[src/rtl/svc_vga_monitor.sv]
// -----------------------------------------------------------------------------
// svc_vga_monitor
//
// Passive sink for a VGA pixel stream. It recovers horizontal and vertical
// timing from hsync/vsync, locks to the frame structure, regenerates visible
// pixel coordinates and reports timing and blanking violations.
//
// Pipeline: every input is registered once (stage 1). All detection works on
// the stage-1 copies, and every output is registered again. Outputs therefore
// appear 2 clocks after the inputs are sampled.
//
// Ports:
//   clk          pixel clock
//   rst_n        asynchronous active-low reset; every output is 0 while low
//   vga_red/grn/blu, vga_hsync, vga_vsync   incoming VGA stream
//   locked       timing locked (state == LOCKED)
//   pixel_valid  pixel_x/pixel_y/colour describe a visible pixel
//   pixel_x/y    visible column/row; they hold while pixel_valid is low
//   pixel_red/grn/blu  captured colour, updated every cycle
//   frame_done   one-cycle pulse at each frame start while locked
//   err_line     pulse: hsync width or line length mismatch
//   err_frame    pulse: vsync width or frame length mismatch
//   err_blank    pulse: non-zero colour during blanking while locked
//   err_cnt      saturating count of cycles with any err_* asserted
// -----------------------------------------------------------------------------
module svc_vga_monitor #(
    parameter int COLOR_WIDTH = 4,
    parameter int H_VISIBLE   = 640,
    parameter int H_FRONT     = 16,
    parameter int H_SYNC      = 96,
    parameter int H_BACK      = 48,
    parameter int V_VISIBLE   = 480,
    parameter int V_FRONT     = 10,
    parameter int V_SYNC      = 2,
    parameter int V_BACK      = 33,
    parameter int SYNC_POL    = 0
) (
    input  logic                         clk,
    input  logic                         rst_n,
    input  logic [COLOR_WIDTH-1:0]       vga_red,
    input  logic [COLOR_WIDTH-1:0]       vga_grn,
    input  logic [COLOR_WIDTH-1:0]       vga_blu,
    input  logic                         vga_hsync,
    input  logic                         vga_vsync,
    output logic                         locked,
    output logic                         pixel_valid,
    output logic [$clog2(H_VISIBLE)-1:0] pixel_x,
    output logic [$clog2(V_VISIBLE)-1:0] pixel_y,
    output logic [COLOR_WIDTH-1:0]       pixel_red,
    output logic [COLOR_WIDTH-1:0]       pixel_grn,
    output logic [COLOR_WIDTH-1:0]       pixel_blu,
    output logic                         frame_done,
    output logic                         err_line,
    output logic                         err_frame,
    output logic                         err_blank,
    output logic [15:0]                  err_cnt
);

    localparam int H_TOTAL = H_VISIBLE + H_FRONT + H_SYNC + H_BACK;
    localparam int V_TOTAL = V_VISIBLE + V_FRONT + V_SYNC + V_BACK;
    localparam int HW      = $clog2(H_TOTAL + 1);
    localparam int VW      = $clog2(V_TOTAL + 1);
    localparam int XW      = $clog2(H_VISIBLE);
    localparam int YW      = $clog2(V_VISIBLE);

    localparam logic          SYNC_ACT  = (SYNC_POL != 0);
    localparam logic [HW-1:0] H_SYNC_C  = HW'(H_SYNC);
    localparam logic [HW-1:0] H_VIS_LO  = HW'(H_SYNC + H_BACK);
    localparam logic [HW-1:0] H_VIS_HI  = HW'(H_SYNC + H_BACK + H_VISIBLE - 1);
    localparam logic [HW:0]   H_TOTAL_C = (HW + 1)'(H_TOTAL);
    localparam logic [VW-1:0] V_SYNC_C  = VW'(V_SYNC);
    localparam logic [VW-1:0] V_VIS_LO  = VW'(V_SYNC + V_BACK);
    localparam logic [VW-1:0] V_VIS_HI  = VW'(V_SYNC + V_BACK + V_VISIBLE - 1);
    localparam logic [VW:0]   V_TOTAL_C = (VW + 1)'(V_TOTAL);

    typedef enum logic [1:0] {
        SEARCH  = 2'd0,
        MEASURE = 2'd1,
        LOCKED  = 2'd2
    } state_t;

    // Stage-1 input copies
    logic [COLOR_WIDTH-1:0] in_red, in_grn, in_blu;
    logic                   in_hs, in_vs;

    // Timing recovery state
    logic          hs_act_d;   // hs_act of the previous registered cycle
    logic          vs_at_ls;   // vs_act sampled at the previous line start
    logic [HW-1:0] h_q;        // h_cnt of the previous registered cycle
    logic [VW-1:0] v_q;        // v_cnt of the current line

    // Lock state machine
    state_t state;
    logic   meas_armed;        // a measurement window is open (began at a frame start)
    logic   meas_err;          // an error was seen inside the open window

    // Combinational view of the current registered cycle
    logic          hs_act, vs_act;
    logic          line_start, hs_drop, frame_start, vs_drop;
    logic [HW-1:0] h_cur;
    logic [VW-1:0] v_cur;
    logic [HW:0]   h_len;
    logic [VW:0]   v_len;
    logic          line_err, frame_err, err_any;
    logic          visible;

    state_t state_nxt;
    logic   armed_nxt, meas_err_nxt, frame_done_nxt;
    logic   lock_nxt, pix_valid_nxt;
    logic   err_line_nxt, err_frame_nxt, err_blank_nxt;

    assign hs_act      = (in_hs == SYNC_ACT);
    assign vs_act      = (in_vs == SYNC_ACT);
    assign line_start  = hs_act & ~hs_act_d;
    assign hs_drop     = ~hs_act & hs_act_d;
    assign frame_start = line_start & vs_act & ~vs_at_ls;
    assign vs_drop     = line_start & ~vs_act & vs_at_ls;

    // Length of the line/frame that ends here, taken from the pre-reset count.
    // One extra bit keeps a saturated counter from aliasing onto the total.
    assign h_len = {1'b0, h_q} + 1'b1;
    assign v_len = {1'b0, v_q} + 1'b1;

    // NOTE: every signal written in an always_comb gets a value on every path
    // (defaults first), otherwise synthesis infers a latch to hold the old value.
    always_comb begin
        h_cur = h_q;
        if (line_start) begin
            h_cur = '0;
        end else if (!(&h_q)) begin
            h_cur = h_q + 1'b1;
        end

        v_cur = v_q;
        if (frame_start) begin
            v_cur = '0;
        end else if (line_start && !(&v_q)) begin
            v_cur = v_q + 1'b1;
        end
    end

    assign line_err  = (hs_drop && (h_cur != H_SYNC_C)) ||
                       (line_start && (h_len != H_TOTAL_C));
    assign frame_err = (vs_drop && (v_cur != V_SYNC_C)) ||
                       (frame_start && (v_len != V_TOTAL_C));
    assign err_any   = line_err | frame_err;

    assign visible = (h_cur >= H_VIS_LO) && (h_cur <= H_VIS_HI) &&
                     (v_cur >= V_VIS_LO) && (v_cur <= V_VIS_HI);

    // Lock decisions. A measurement window always spans frame start to frame
    // start; after losing lock the monitor first waits for a frame start to
    // open a fresh window, so relock needs two clean frame starts.
    always_comb begin
        state_nxt      = state;
        armed_nxt      = meas_armed;
        meas_err_nxt   = meas_err;
        frame_done_nxt = 1'b0;
        case (state)
            SEARCH: begin
                if (frame_start) begin
                    state_nxt    = MEASURE;
                    armed_nxt    = 1'b1;
                    meas_err_nxt = 1'b0;
                end
            end
            MEASURE: begin
                if (frame_start) begin
                    if (meas_armed && !meas_err && !err_any) begin
                        state_nxt      = LOCKED;
                        frame_done_nxt = 1'b1;
                    end else begin
                        armed_nxt    = 1'b1;
                        meas_err_nxt = 1'b0;
                    end
                end else if (err_any) begin
                    meas_err_nxt = 1'b1;
                end
            end
            LOCKED: begin
                if (err_any) begin
                    state_nxt    = MEASURE;
                    armed_nxt    = 1'b0;
                    meas_err_nxt = 1'b0;
                end else if (frame_start) begin
                    frame_done_nxt = 1'b1;
                end
            end
            default: begin
                state_nxt = SEARCH;
            end
        endcase
    end

    // Errors are suppressed while searching; blanking errors only count once
    // the output reports lock, so locked and err_blank never disagree.
    assign lock_nxt      = (state_nxt == LOCKED);
    assign pix_valid_nxt = lock_nxt & visible;
    assign err_line_nxt  = line_err  & (state != SEARCH);
    assign err_frame_nxt = frame_err & (state != SEARCH);
    assign err_blank_nxt = lock_nxt & ~visible & (|{in_red, in_grn, in_blu});

    // Input stage and timing counters.
    // NOTE: sequential state uses non-blocking assignments so every register
    // samples the pre-edge values, independent of statement order.
    always_ff @(posedge clk or negedge rst_n) begin
        if (!rst_n) begin
            in_red   <= '0;
            in_grn   <= '0;
            in_blu   <= '0;
            in_hs    <= ~SYNC_ACT;
            in_vs    <= ~SYNC_ACT;
            hs_act_d <= 1'b0;
            vs_at_ls <= 1'b0;
            h_q      <= '0;
            v_q      <= '0;
        end else begin
            in_red   <= vga_red;
            in_grn   <= vga_grn;
            in_blu   <= vga_blu;
            in_hs    <= vga_hsync;
            in_vs    <= vga_vsync;
            hs_act_d <= hs_act;
            h_q      <= h_cur;
            v_q      <= v_cur;
            if (line_start) begin
                vs_at_ls <= vs_act;
            end
        end
    end

    // State machine and registered outputs
    always_ff @(posedge clk or negedge rst_n) begin
        if (!rst_n) begin
            state       <= SEARCH;
            meas_armed  <= 1'b0;
            meas_err    <= 1'b0;
            locked      <= 1'b0;
            pixel_valid <= 1'b0;
            pixel_x     <= '0;
            pixel_y     <= '0;
            pixel_red   <= '0;
            pixel_grn   <= '0;
            pixel_blu   <= '0;
            frame_done  <= 1'b0;
            err_line    <= 1'b0;
            err_frame   <= 1'b0;
            err_blank   <= 1'b0;
            err_cnt     <= '0;
        end else begin
            state       <= state_nxt;
            meas_armed  <= armed_nxt;
            meas_err    <= meas_err_nxt;
            locked      <= lock_nxt;
            pixel_valid <= pix_valid_nxt;
            if (pix_valid_nxt) begin
                pixel_x <= XW'(h_cur - H_VIS_LO);
                pixel_y <= YW'(v_cur - V_VIS_LO);
            end
            pixel_red   <= in_red;
            pixel_grn   <= in_grn;
            pixel_blu   <= in_blu;
            frame_done  <= frame_done_nxt;
            err_line    <= err_line_nxt;
            err_frame   <= err_frame_nxt;
            err_blank   <= err_blank_nxt;
            if ((err_line_nxt || err_frame_nxt || err_blank_nxt) && (err_cnt != 16'hFFFF)) begin
                err_cnt <= err_cnt + 16'd1;
            end
        end
    end

endmodule

[config.mk]
export PLATFORM = sky130hd
export DESIGN_NAME = svc_vga_monitor
export DESIGN_NICKNAME = d
export VERILOG_FILES = /design/src/rtl/svc_vga_monitor.sv
export SDC_FILE = /design/constraint.sdc
export NUM_CORES = 1
export LEC_CHECK = 0
export CORE_MARGIN = 5
export CORE_UTILIZATION = 59
export DETAILED_ROUTE_END_ITERATION = 10
export PLACE_DENSITY = 0.85
export SLEW_MARGIN = 5
export SYNTH_ARGS = -nofsm -noshare
export SYNTH_HDL_FRONTEND = slang
export SYNTH_SLANG_ARGS = --single-unit
[constraint.sdc]
create_clock -name clk -period 7.9 [get_ports clk]
set_clock_uncertainty 0.1 [all_clocks]
set_input_delay 1.58 -clock clk [delete_from_list [all_inputs] [get_ports clk]]
set_output_delay 1.58 -clock clk [all_outputs]
set_load 0.01 [all_outputs]
# Word-level counts from Yosys, hierarchy flattened
# Cells that the tools add are included.
# op_classes
n_lt_le_gt_ge	4
muxes	24
addsub	7
eq_ne	14
bitwise_logic	17
n_reduce_logical	26
# ops
operator	count
$mux 10	4
$add 10x1->11 const B	2
$ne 11x10->1 const B	2
$add 10x1->10 const B	2
$le 10x10->1 const B	2
$reduce_and 10->1	2
$add 16x1->16 const B	1
$ne 16x16->1 const B	1
$mux 1	12
$reduce_or 12->1	1
$and 1x1->1	11
$logic_and 1x1->1	11
$ge 10x6->1 const B	1
$ge 10x8->1 const B	1
$ne 10x2->1 const B	1
$ne 10x7->1 const B	1
$reduce_and 5->1	2
$sub 10x8->10 const B	1
$sub 9x6->9 const B	1
$mux 2	4
$ne 2x2->1 const B	4
$ne 3x3->1 const B	2
$pmux 1 s3	2
$pmux 2 s3	1
10 further kinds	20
# totals
wordCells	116
output_inout_bits	53
in_bits	16
reg_bits	93

# Longest topological paths before layout
# depth
word_depth	19
depth_mapped	17
mapped_depth_nobuf	15

# Worst setup path after synthesis
# No wires, ideal clock.
# synth_path
kind	register to register
startpoint	register h_q[0]
endpoint	register pixel_x[0]
path_stages_with_launch	16
arrival_time_ns	4.040
synth_period_minus_slack_ns	4.265
path_buffers	2
slack_ns	3.635
setup_ns	0.125
required_time_ns	7.675
path_cell_list	dfrtp_1 ha_1 nand3_1 or3_1 clkbuf_1 a21oi_1 ha_1 nand2_1 a211oi_1 o311ai_0 a31o_1 o41a_1 or2_4 nor4_4 buf_6 mux2_4
# synth_between
elab_chain_len	14
elab_cells_between_ends	25
cone_classes	3 x add/sub; 2 x order compare; 3 x eq/ne; 6 x mux; 2 x bitwise; 9 x reduce/logical
# synth_rtl
element	line_no	text
start: declaration	89	logic [HW-1:0] h_q;
start signal: assignment	224	h_q <= h_cur;
$add 10x1->10 or $reduce_and 10->1 (tied branches)	131, 130	
$mux 10 *	130	end else if (!(&h_q)) begin
$mux 10 *	128	if (line_start) begin
named net h_cur[5]	100	logic [HW-1:0] h_cur;
$ne 10x7->1	142	assign line_err = (hs_drop && (h_cur != H_SYNC_C)) ||
$logic_and 1x1->1	142	
$logic_or 1x1->1	142	
$or 1x1->1	146	assign err_any = line_err | frame_err;
$logic_not 1->1	169	if (meas_armed && !meas_err && !err_any) begin
$logic_and 1x1->1	169	
$mux 2	169	
$mux 2	168	if (frame_start) begin
$pmux 2 s3	159	case (state)
$eq 2x2->1	197	assign lock_nxt = (state_nxt == LOCKED);
$and 1x1->1 *	198	assign pix_valid_nxt = lock_nxt & visible;
end signal: assignment	257	pixel_x <= XW'(h_cur - H_VIS_LO);
end: declaration	47	output logic [$clog2(H_VISIBLE)-1:0] pixel_x,
# Mark *: on every way through the listed nets, which the timed path passes. The rest lies on a longest branch.
# A chain may end at the register's enable or synchronous reset.

# Worst setup path after layout
# Ends and elaborated chain as after synthesis.

==> flow_summary.json <==
{
  "status": "finished clean",
  "crit_top_cell": "ha_1",
  "area_delta_synth_final_pct": 18.9,
  "synth.yosys.warnings": 0,
  "drive_gt1_frac": 0.111,
  "antenna_left": 0,
  "nFillCells": 605,
  "post_cts_resized": 0,
  "ys_ff_latch": 93,
  "max_cap_violations": 0,
  "drv_slew": 0,
  "clockRootBuffer": "clkbuf_8",
  "ios": 69,
  "yosysTopAreaCell": "dfrtp_1",
  "dpl.hpwl_um": 8020,
  "grt_max_degree": 65,
  "fin_nets": 538,
  "r2r_slack_ns": 2.63,
  "postCtsSetupBuffers": 0,
  "hp-class": "reg2reg",
  "final-setup-viol-count": 0,
  "netlist_top_cells_area": "dfrtp_1 (47%), mux2_4 (5.0%), xnor2_1 (4.3%), ha_1 (3.6%), nand3_1 (3.0%)",
  "coreArea_um2": 8090,
  "syn_inst": 447,
  "antennaDiodeCount": 0,
  "p_int_uw": 745,
  "htree_levels": 3,
  "cp-end-kind": "register",
  "critical-path-top-delay-family": "simple AND/OR/NAND/NOR gates",
  "drc": 0,
  "placement.cell_area_um2": 5550,
  "wl_per_cell_um": 17.8,
  "crit_chain": "ha_1 > nand3_1 > or3_1 > a21oi_1 > ha_1 > nand2_1 > a211oi_1 > o311ai_0 > a31o_1 > o41a_1 > or2_4 > nor4_4 > buf_4 > mux2_4",
  "worst_slew_pin_slew_ns": 0.883,
  "slowest_stage": "nor4_4",
  "ys.flop_type": "dfrtp_1",
  "drtPass1Iterations": 5,
  "cts_buffer_depth": 2,
  "synth_top_cell_area_share": 0.471,
  "fmax_mhz": 190,
  "hold_violations": 0,
  "core.rowCount": 33,
  "min_period_ns": 5.27,
  "antenna_found_initial": 0,
  "ctsHoldBuffers": 0,
  "synth_area_per_cell_um2": 10.8,
  "clock-sinks": 93,
  "synthArstFlopShare": 1.00,
  "drt-vias-per-instance": 6.05,
  "grt_pass1_wl_um": 18200,
  "p_switching_uw": 388,
  "netlist_top_cells_count": "dfrtp_1 (91), nand2_1 (29), nand3_1 (29)",
  "stdcell_area_um2": 5750,
  "path_buf_inv": 1,
  "power_frac_comb": 0.212,
  "setup_tns_ns": 0,
  "crit_arrival_ns": 5.42,
  "die_h_um": 101,
  "path_class": "reg2reg",
  "vdd_drop_max_uv": 189,
  "start_util": 0.597,
  "power.share.switching": 0.343,
  "yosysSeqAreaShare": 0.482,
  "cts_tree": "yes",
  "grt_setup_unrepaired": "false",
  "p_leak_uw": 0.00242,
  "gp_congestion": 0.954,
  "first_global_vias": 3715,
  "syn_area_um2": 4830,
  "post-route-period-util": 0.667,
  "hold_slack_ns": 0.287,
  "worstPathMaxFanout": 12,
  "syn_nets": 477,
  "clk_latency_ns": 0.37,
  "slew_headroom": 0.407,
  "drt_wl_total_um": 11000,
  "critPathMaxStageDelay_ns": 0.73,
  "grt_overflow": 0,
  "portBuffers": 68,
  "dieArea_um2": 10100,
  "power_frac_seq": 0.503,
  "yosysMostFrequentCell": "dfrtp_1",
  "crit_required_ns": 8.05,
  "powerDensity_nw_per_um2": 197,
  "via_count": 3739,
  "clk_pin_slew_ns": 0.11,
  "p_clk_frac": 0.284,
  "synth-edff-count": 0,
  "grtUsageTotal": 0.227,
  "crit_path_start_kind": "register",
  "die_w_um": 101,
  "drt_iter0_markers": 241,
  "cts_made_buffers": 9,
  "fin_util": 0.711,
  "ys_types": 74
}
[per-layer routing]
metal  up-vias  GRT usage  part of all wire
met4         0     0.0694             0.017
li1       1722          -                 -
met3        22     0.0540             0.083
met2       184      0.371              0.48
met1      1811      0.302              0.42
met5         -          0                 0
[final timing paths]
| path | from | to | depth (start not counted) |
|---|---|---|---|
| max | h_q[0] | pixel_x[0] | 14 |
| min | in_grn[3] | pixel_grn[3] | 0 |
| max reg2reg | h_q[0] | pixel_x[0] | 14 |
| min reg2reg | in_grn[3] | pixel_grn[3] | 0 |
| max in group asynchronous | rst_n | v_q[5] | 2 |
| min in group asynchronous | rst_n | v_q[7] | 1 |
[power groups by stage]
stage          clock [uW]  combinational, uW  sequential [uW]
2_1_floorplan           0                166              559
3_3_place_gp            0                230              574
3_5_place_dp            0                239              577
4_1_cts               325                240              568
5_1_grt               343                266              578
6_report              322                241              570
[registers in the layout, indices dropped and copies added (netlist names), 2 cells and up]
name       flops
err_cnt       16
h_q           10
pixel_x       10
v_q           10
pixel_y        9
in_blu         4
in_grn         4
in_red         4
pixel_blu      4
pixel_grn      4
pixel_red      4
state          2
[cell usage in the layout (no fill, tap or decap), types with 8 or more instances in the layout]
cell type / instances
nand4_1: 8
xor2_1: 9
clkbuf_8: 9
o21ai_0: 12
xnor2_1: 24
a21oi_1: 15
inv_1: 27
nand2_1: 29
and3_1: 13
ha_1: 14
nor3_1: 10
nor2_1: 25
nand3_1: 29
clkdlybuf4s50_1: 67
mux2_4: 16
dfrtp_1: 91
[logic make-up (layout without fill, tap and decap cells)]
logic type               Yosys count  count (layout)  synth area share
AND/OR/NAND/NOR                  160             160             0.183
AO/OA/AOI/OAI                     73              73             0.122
adder cells (fa/ha/maj)           14              14            0.0362
flip-flops                        93              93             0.482
multiplexers                      26              26            0.0712
XOR/XNOR                          33              33            0.0598
buffers and inverters             48             114            0.0458
[final cells by class]
class                      instances  area [um^2]  area share
clock buffer                       9          124      0.0215
clock inverter                     7         80.1      0.0139
inverter                          27          101      0.0176
multi-input combinational        306         2280       0.397
sequential                        93         2330       0.405
tap                              105          131      0.0228
timing repair buffer              71          701       0.122
[metrics by stage]
step,std cells,worst slack (ns),power [uW]
finish,618,2.63,1130
global route,618,2.22,1190
CTS,618,2.62,1130
detailed placement,602,2.65,816
global placement,602,2.85,804
floorplan,447,3.63,725
[worst reg2reg max path, cell delays in order (launching register included)]
cell and delay, ns:
dfrtp_1 0.49, ha_1 0.34, nand3_1 0.17, or3_1 0.54
a21oi_1 0.39, ha_1 0.22, nand2_1 0.05, a211oi_1 0.22
o311ai_0 0.16, a31o_1 0.29, o41a_1 0.48, or2_4 0.28
nor4_4 0.73, buf_4 0.38, mux2_4 0.33
Note: power is estimated with default switching activity, not from simulation.
